$ cat config.mk
export PLATFORM = sky130hd
export DESIGN_NAME = instr_encoder_flat
export DESIGN_NICKNAME = d
export VERILOG_FILES = /design/src/rtl/instr_encoder_if.sv /design/src/rtl/instr_encoder.sv /design/src/flat_wrapper.sv
export SDC_FILE = /design/constraint.sdc
export NUM_CORES = 1
export LEC_CHECK = 0
export CORE_UTILIZATION = 32
export CTS_CLUSTER_DIAMETER = 40
export DETAILED_ROUTE_END_ITERATION = 16
export MAX_ROUTING_LAYER = met4
export PLACE_DENSITY_LB_ADDON = 0.1
export SETUP_SLACK_MARGIN = 0.05
export SLEW_MARGIN = 20
export SYNTH_ARGS = -nofsm -noshare
export SYNTH_HDL_FRONTEND = slang
export SYNTH_SLANG_ARGS = --single-unit
$ cat constraint.sdc
create_clock -name clk -period 1.7 [get_ports clk]
set_clock_uncertainty 0.05 [all_clocks]
set_input_delay 0.34 -clock clk [delete_from_list [all_inputs] [get_ports clk]]
set_output_delay 0.34 -clock clk [all_outputs]
set_load 0.01 [all_outputs]
$ cat src/rtl/instr_encoder_if.sv
// Bundles the instruction-encoder request, response and status signals.
// Latency: none (wires only).
// Backpressure: carried by in_ready / out_ready.
// master: request producer and word consumer. slave: the encoder.
// Fields: clr flush, in_* request with kind and operand fields,
// out_* encoded word with word index, illegal_cnt/err/wrap status.
interface instr_encoder_if #(
  parameter int ADDR_W = 10
);
  logic              clr;
  logic              in_valid;
  logic              in_ready;
  logic [3:0]        in_kind;
  logic [4:0]        in_rs;
  logic [4:0]        in_rt;
  logic [4:0]        in_rd;
  logic [4:0]        in_shamt;
  logic [5:0]        in_funct;
  logic [15:0]       in_imm;
  logic [25:0]       in_target;
  logic              out_valid;
  logic              out_ready;
  logic [31:0]       out_instr;
  logic [ADDR_W-1:0] out_addr;
  logic [7:0]        illegal_cnt;
  logic              err;
  logic              wrap;

  modport master (
    output clr, in_valid, in_kind, in_rs, in_rt, in_rd, in_shamt,
           in_funct, in_imm, in_target, out_ready,
    input  in_ready, out_valid, out_instr, out_addr, illegal_cnt, err, wrap
  );

  modport slave (
    input  clr, in_valid, in_kind, in_rs, in_rt, in_rd, in_shamt,
           in_funct, in_imm, in_target, out_ready,
    output in_ready, out_valid, out_instr, out_addr, illegal_cnt, err, wrap
  );
endinterface

$ cat src/rtl/instr_encoder.sv
// Encodes one MIPS-style instruction request into a 32-bit word tagged with a word index.
// Latency: 1 cycle from acceptance to out_valid; illegal kinds produce no word.
// Backpressure: single output register; in_ready = (!out_valid | out_ready) & !clr.
// Ports: clk, rst_n (async active-low); bus (instr_encoder_if.slave) carries
// clr, the in_* request, the out_* word/address and illegal_cnt/err/wrap status.
// Macro ENC_JAL_EN: when defined kind 10 encodes jal, otherwise kind 10 is illegal.
module instr_encoder #(
  parameter int ADDR_W = 10
) (
  input  logic           clk,
  input  logic           rst_n,
  instr_encoder_if.slave bus
);

  // Instruction kinds as presented on in_kind
  localparam logic [3:0] K_R    = 4'd0;
  localparam logic [3:0] K_ADDI = 4'd1;
  localparam logic [3:0] K_ANDI = 4'd2;
  localparam logic [3:0] K_ORI  = 4'd3;
  localparam logic [3:0] K_SLTI = 4'd4;
  localparam logic [3:0] K_LW   = 4'd5;
  localparam logic [3:0] K_SW   = 4'd6;
  localparam logic [3:0] K_BEQ  = 4'd7;
  localparam logic [3:0] K_BNE  = 4'd8;
  localparam logic [3:0] K_J    = 4'd9;
  localparam logic [3:0] K_JAL  = 4'd10;

  logic              ready_en_q;   // low in reset, high from first edge after release
  logic              out_valid_q;
  logic [31:0]       out_instr_q;
  logic [ADDR_W-1:0] addr_q;
  logic [7:0]        ill_cnt_q;
  logic              err_q;
  logic              wrap_q;

  logic              kind_legal;
  logic [5:0]        opcode;
  logic [31:0]       enc_word;
  logic              accept;
  logic              accept_legal;
  logic              accept_illegal;
  logic              drain;

  // Opcode lookup and legality
  always_comb begin
    kind_legal = 1'b1;
    opcode     = 6'b000000;
    case (bus.in_kind)
      K_R:    opcode = 6'b000000;
      K_ADDI: opcode = 6'b001000;
      K_ANDI: opcode = 6'b001100;
      K_ORI:  opcode = 6'b001101;
      K_SLTI: opcode = 6'b001010;
      K_LW:   opcode = 6'b100011;
      K_SW:   opcode = 6'b101011;
      K_BEQ:  opcode = 6'b000100;
      K_BNE:  opcode = 6'b000101;
      K_J:    opcode = 6'b000010;
`ifdef ENC_JAL_EN
      K_JAL:  opcode = 6'b000011;
`else
      K_JAL:  kind_legal = 1'b0;
`endif
      default: kind_legal = 1'b0;
    endcase
  end

  // Field packing: R-format, immediate format (kinds 1-8), jump format (kinds 9-10)
  always_comb begin
    enc_word = 32'h0;
    if (bus.in_kind == K_R) begin
      enc_word = {opcode, bus.in_rs, bus.in_rt, bus.in_rd, bus.in_shamt, bus.in_funct};
    end else if (bus.in_kind <= K_BNE) begin
      enc_word = {opcode, bus.in_rs, bus.in_rt, bus.in_imm};
    end else begin
      enc_word = {opcode, bus.in_target};
    end
  end

  // clr blocks acceptance so a flush can never be overtaken by a new word
  assign bus.in_ready    = ready_en_q & (~out_valid_q | bus.out_ready) & ~bus.clr;
  assign accept          = bus.in_valid & bus.in_ready;
  assign accept_legal    = accept & kind_legal;
  assign accept_illegal  = accept & ~kind_legal;
  assign drain           = out_valid_q & bus.out_ready;

  always_ff @(posedge clk or negedge rst_n) begin
    if (!rst_n) begin
      ready_en_q <= 1'b0;
    end else begin
      ready_en_q <= 1'b1;
    end
  end

  // Output word register; an illegal acceptance leaves the held word alone,
  // so if that word drains in the same cycle out_valid simply falls.
  always_ff @(posedge clk or negedge rst_n) begin
    if (!rst_n) begin
      out_valid_q <= 1'b0;
      out_instr_q <= 32'h0;
    end else if (bus.clr) begin
      out_valid_q <= 1'b0;
      out_instr_q <= 32'h0;
    end else if (accept_legal) begin
      out_valid_q <= 1'b1;
      out_instr_q <= enc_word;
    end else if (drain) begin
      out_valid_q <= 1'b0;
    end
  end

  // Word index advances on every output handshake and wraps naturally
  always_ff @(posedge clk or negedge rst_n) begin
    if (!rst_n) begin
      addr_q <= '0;
      wrap_q <= 1'b0;
    end else if (bus.clr) begin
      addr_q <= '0;
      wrap_q <= 1'b0;
    end else if (drain) begin
      addr_q <= addr_q + ADDR_W'(1);
      if (&addr_q) wrap_q <= 1'b1;
    end
  end

  // Illegal-request accounting, saturating at 255
  always_ff @(posedge clk or negedge rst_n) begin
    if (!rst_n) begin
      ill_cnt_q <= 8'h00;
      err_q     <= 1'b0;
    end else if (bus.clr) begin
      ill_cnt_q <= 8'h00;
      err_q     <= 1'b0;
    end else if (accept_illegal) begin
      err_q <= 1'b1;
      if (ill_cnt_q != 8'hFF) ill_cnt_q <= ill_cnt_q + 8'd1;
    end
  end

  assign bus.out_valid   = out_valid_q;
  assign bus.out_instr   = out_instr_q;
  assign bus.out_addr    = addr_q;
  assign bus.illegal_cnt = ill_cnt_q;
  assign bus.err         = err_q;
  assign bus.wrap        = wrap_q;

endmodule

$ cat src/flat_wrapper.sv
// flat-port wrapper written by rule: the top's interface ports become plain ports
module instr_encoder_flat 
#(
  parameter int ADDR_W = 10
)
  (clk, rst_n, bus_clr, bus_in_valid, bus_in_kind, bus_in_rs, bus_in_rt, bus_in_rd, bus_in_shamt, bus_in_funct, bus_in_imm, bus_in_target, bus_out_ready, bus_in_ready, bus_out_valid, bus_out_instr, bus_out_addr, bus_illegal_cnt, bus_err, bus_wrap);
  instr_encoder_if #(.ADDR_W(ADDR_W)) bus_i ();
  input  logic clk;
  input  logic rst_n;
  input wire logic [$bits(bus_i.clr)-1:0] bus_clr;
  input wire logic [$bits(bus_i.in_valid)-1:0] bus_in_valid;
  input wire logic [$bits(bus_i.in_kind)-1:0] bus_in_kind;
  input wire logic [$bits(bus_i.in_rs)-1:0] bus_in_rs;
  input wire logic [$bits(bus_i.in_rt)-1:0] bus_in_rt;
  input wire logic [$bits(bus_i.in_rd)-1:0] bus_in_rd;
  input wire logic [$bits(bus_i.in_shamt)-1:0] bus_in_shamt;
  input wire logic [$bits(bus_i.in_funct)-1:0] bus_in_funct;
  input wire logic [$bits(bus_i.in_imm)-1:0] bus_in_imm;
  input wire logic [$bits(bus_i.in_target)-1:0] bus_in_target;
  input wire logic [$bits(bus_i.out_ready)-1:0] bus_out_ready;
  output wire logic [$bits(bus_i.in_ready)-1:0] bus_in_ready;
  output wire logic [$bits(bus_i.out_valid)-1:0] bus_out_valid;
  output wire logic [$bits(bus_i.out_instr)-1:0] bus_out_instr;
  output wire logic [$bits(bus_i.out_addr)-1:0] bus_out_addr;
  output wire logic [$bits(bus_i.illegal_cnt)-1:0] bus_illegal_cnt;
  output wire logic [$bits(bus_i.err)-1:0] bus_err;
  output wire logic [$bits(bus_i.wrap)-1:0] bus_wrap;
  assign bus_i.clr = bus_clr;
  assign bus_i.in_valid = bus_in_valid;
  assign bus_i.in_kind = bus_in_kind;
  assign bus_i.in_rs = bus_in_rs;
  assign bus_i.in_rt = bus_in_rt;
  assign bus_i.in_rd = bus_in_rd;
  assign bus_i.in_shamt = bus_in_shamt;
  assign bus_i.in_funct = bus_in_funct;
  assign bus_i.in_imm = bus_in_imm;
  assign bus_i.in_target = bus_in_target;
  assign bus_i.out_ready = bus_out_ready;
  assign bus_in_ready = bus_i.in_ready;
  assign bus_out_valid = bus_i.out_valid;
  assign bus_out_instr = bus_i.out_instr;
  assign bus_out_addr = bus_i.out_addr;
  assign bus_illegal_cnt = bus_i.illegal_cnt;
  assign bus_err = bus_i.err;
  assign bus_wrap = bus_i.wrap;
  instr_encoder #(.ADDR_W(ADDR_W)) u_core (.clk(clk), .rst_n(rst_n), .bus(bus_i));
endmodule
==> run summary <==
Status: finished clean
Num CTS Buffers: 5
Ys flop type: dfrtp_1
Place WS: -461 ps
DR WL/cell: 15.3 um
Yosys Warn Count: 0
Overall power: 2930 uW
Fmax achieved: 618 MHz
Cell area power density: 559 nW/um2
DIE AREA: 9810 um2
Synthesized Nets: 387
Area Growth Syn to Fin: 73.8%
Grt met3 use: 0.0291
MaxCap Viol Count: 0
Min cycle time layout: 1620 ps
Final Hold Fails: 0
Height of the die: 99.1 um
Worst path max stage delay: 540 ps
H-tree depth: 2
Hold Worst Slack: 410 ps
Drt pass-1 iters: 4
Clock Tree Root: clkbuf_8
Worst EP required: 1310 ps
Final WS setup: 82.4 ps
Fin crit share: 0.952
Row cnt: 35
RSZ-0062 raised after global routing: true
Core area: 9200 um2
# port buffers: 129
Final Slew Violations: 0
Gr busiest metal: met2
Asr flop ratio synth: 1.00
DRC: 0
Syn Inst Count: 308
Antenna violations before repair: 0
Setup-failing EPs final: 0
Crit. End Element: output port
Clock Tree Buf Depth: 2
Fin cells: 607
Max VDD drop: 414 uV
Netlist cell types: 52
CP startpoint kind: flip-flop
Post-layout util: 0.570
First-pass GRT wire length: 14800 um
Initial Util: 0.328
Final nets: 574
Layout cells sized above 1: 0.220
Worst Path Max Fanout: 2
Cell chain of the critical path: clkdlybuf4s50_1
CTS tree: built
Gr usage total: 0.198
Die W: 99.1 um
Vias in the first global route: 3037
Largest net degree at the start of global routing: 54
FF-to-FF setup slack: 120 ps
Gp weighted congestion: 0.823
Met1 Track Usage GR: 0.253
Synth Area per Inst: 9.79 um2
Clk sinks: 53
Top delay family on crit path: buffers and inverters
DRT iter0 DRCs: 110
Ports: 131
Worst-Skew Late Latency: 310 ps
Hpwl dp: 6090 um
Routed WL: 9280 um
DR vias/cell: 5.02
Antenna cells: 0
Worst setup path class: flip-flop to output port
Slowest CP cell: clkdlybuf4s50_1
Clock Pin Slew Worst Setup and Hold Paths: 100 ps
WP data arrival: 1230 ps
DR vias: 3048
Grt ovf: 0
Yosys reg bits: 53
HP Class: primary input to flip-flop
Post-Syn Area: 3010 um2
Leak: 0.00247 uW
Sequential share of the synthesized area: 0.440
Grt met2 use: 0.331
Cells after DPL: 570
Number of enable flip-flop cells after synthesis: 0
Worst path bufs/invs: 1
Number of routed nets with antenna violations: 0
-- worst paths after layout --
kind                                        start                         to  depth (start not counted)
min                                       bus_clr  u_core.bus.illegal_cnt[0]                          3
max                        u_core.bus.out_addr[5]            bus_out_addr[5]                          1
max in group asynchronous                   rst_n     u_core.bus.out_addr[4]                          3
max reg2reg                  u_core.bus.out_valid   u_core.bus.out_instr[11]                          6
min reg2reg                        u_core.bus.err             u_core.bus.err                          1
min in group asynchronous                   rst_n   u_core.bus.out_instr[20]                          3
-- cells in the mapped netlist, types with 6 or more instances --
library cell | count | share of area
nand4_1 | 6 | 0.012
nor2_1 | 14 | 0.017
nand2_1 | 46 | 0.057
nand3_1 | 8 | 0.013
nor2b_1 | 6 | 0.012
clkbuf_1 | 8 | 0.010
o21a_1 | 16 | 0.040
buf_2 | 8 | 0.013
o21ai_1 | 10 | 0.017
mux2_2 | 7 | 0.026
dfrtp_1 | 53 | 0.44
mux2i_1 | 16 | 0.053
o21ai_0 | 6 | 0.010
a32o_1 | 19 | 0.063
a21oi_1 | 12 | 0.020
-- logic make-up (layout without fill, tap and decap cells) --
kind of cell | Yosys count | after routing | share of synthesized area
XOR/XNOR | 8 | 8 | 0.0232
buffers and inverters | 25 | 213 | 0.0432
flip-flops | 53 | 53 | 0.440
multiplexers | 27 | 27 | 0.0942
other | 2 | 2 | 0.00249
adder cells (fa/ha/maj) | 2 | 2 | 0.00830
AND/OR/NAND/NOR | 108 | 108 | 0.181
AO/OA/AOI/OAI | 83 | 83 | 0.207
-- area by class of cell --
class / instances / area [um2]
flip-flops and latches: 53 / 1330
repair buffers: 202 / 2040
multi-input cells: 230 / 1600
clock buffers: 7 / 86.3
clock inverters: 1 / 30.0
fillers: 798 / 3960
well taps: 111 / 139
inverters: 3 / 11.3
-- cell usage in the layout (no fill, tap or decap), types with 3 or more instances in the layout --
cell type and count:
mux2_2 7, mux2_1 3, or4_1 5, nor2_1 13
dfrtp_1 50, nand2b_1 5, buf_12 8, clkbuf_8 6
buf_4 52, nor2b_1 4, a32o_1 19, nand4_1 6
a21oi_1 12, and3_1 3, xnor2_1 4, nand2_1 46
o21ai_0 6, clkdlybuf4s50_1 104, nand3_1 8, xor2_1 4
dlymetal6s2s_1 11, clkbuf_2 3, buf_16 3, o21ai_1 10
a221oi_1 3, dlygate4sd2_1 8, dfrtp_2 3, buf_6 8
mux2i_1 14, o21a_1 16, o31ai_1 5
-- metrics by stage --
stage | TNS (ps) | cell area, um2
after floorplan | 0 | 3040
after global placement | -16150 | 4760
after detailed placement | -16980 | 4760
after CTS | 0 | 5210
after global routing | 0 | 5240
final | 0 | 5240
-- metal layers --
| metal | part of all wire | wire [um] |
|---|---|---|
| met4 | 0.011 | 99 |
| met5 | 0 | 0 |
| met3 | 0.051 | 470 |
| met1 | 0.47 | 4370 |
| met2 | 0.47 | 4340 |
-- power breakdown --
group	internal [uW]	total [uW]	switching (uW)
clock network	481	904	423
logic	429	705	277
registers	1300	1320	21.6
total	2210	2930	721
-- state kept, by name (all words and copies together) (netlist names) --
register                count
u_core.bus.err              1
u_core.bus.out_instr       31
u_core.ready_en_q           1
u_core.bus.wrap             1
u_core.bus.illegal_cnt      8
u_core.bus.out_addr        10
u_core.bus.out_valid        1
-- what timing repair did --
item                       4_1_cts  5_1_grt
hold endpoints to repair        53        0
hold buffers                     1        0
resized for setup               35       22
cloned                           5        0
setup buffers                   23        0
setup endpoints to repair       60       31
pin swaps                        4        4
Note: power is estimated with default switching activity, not from simulation.
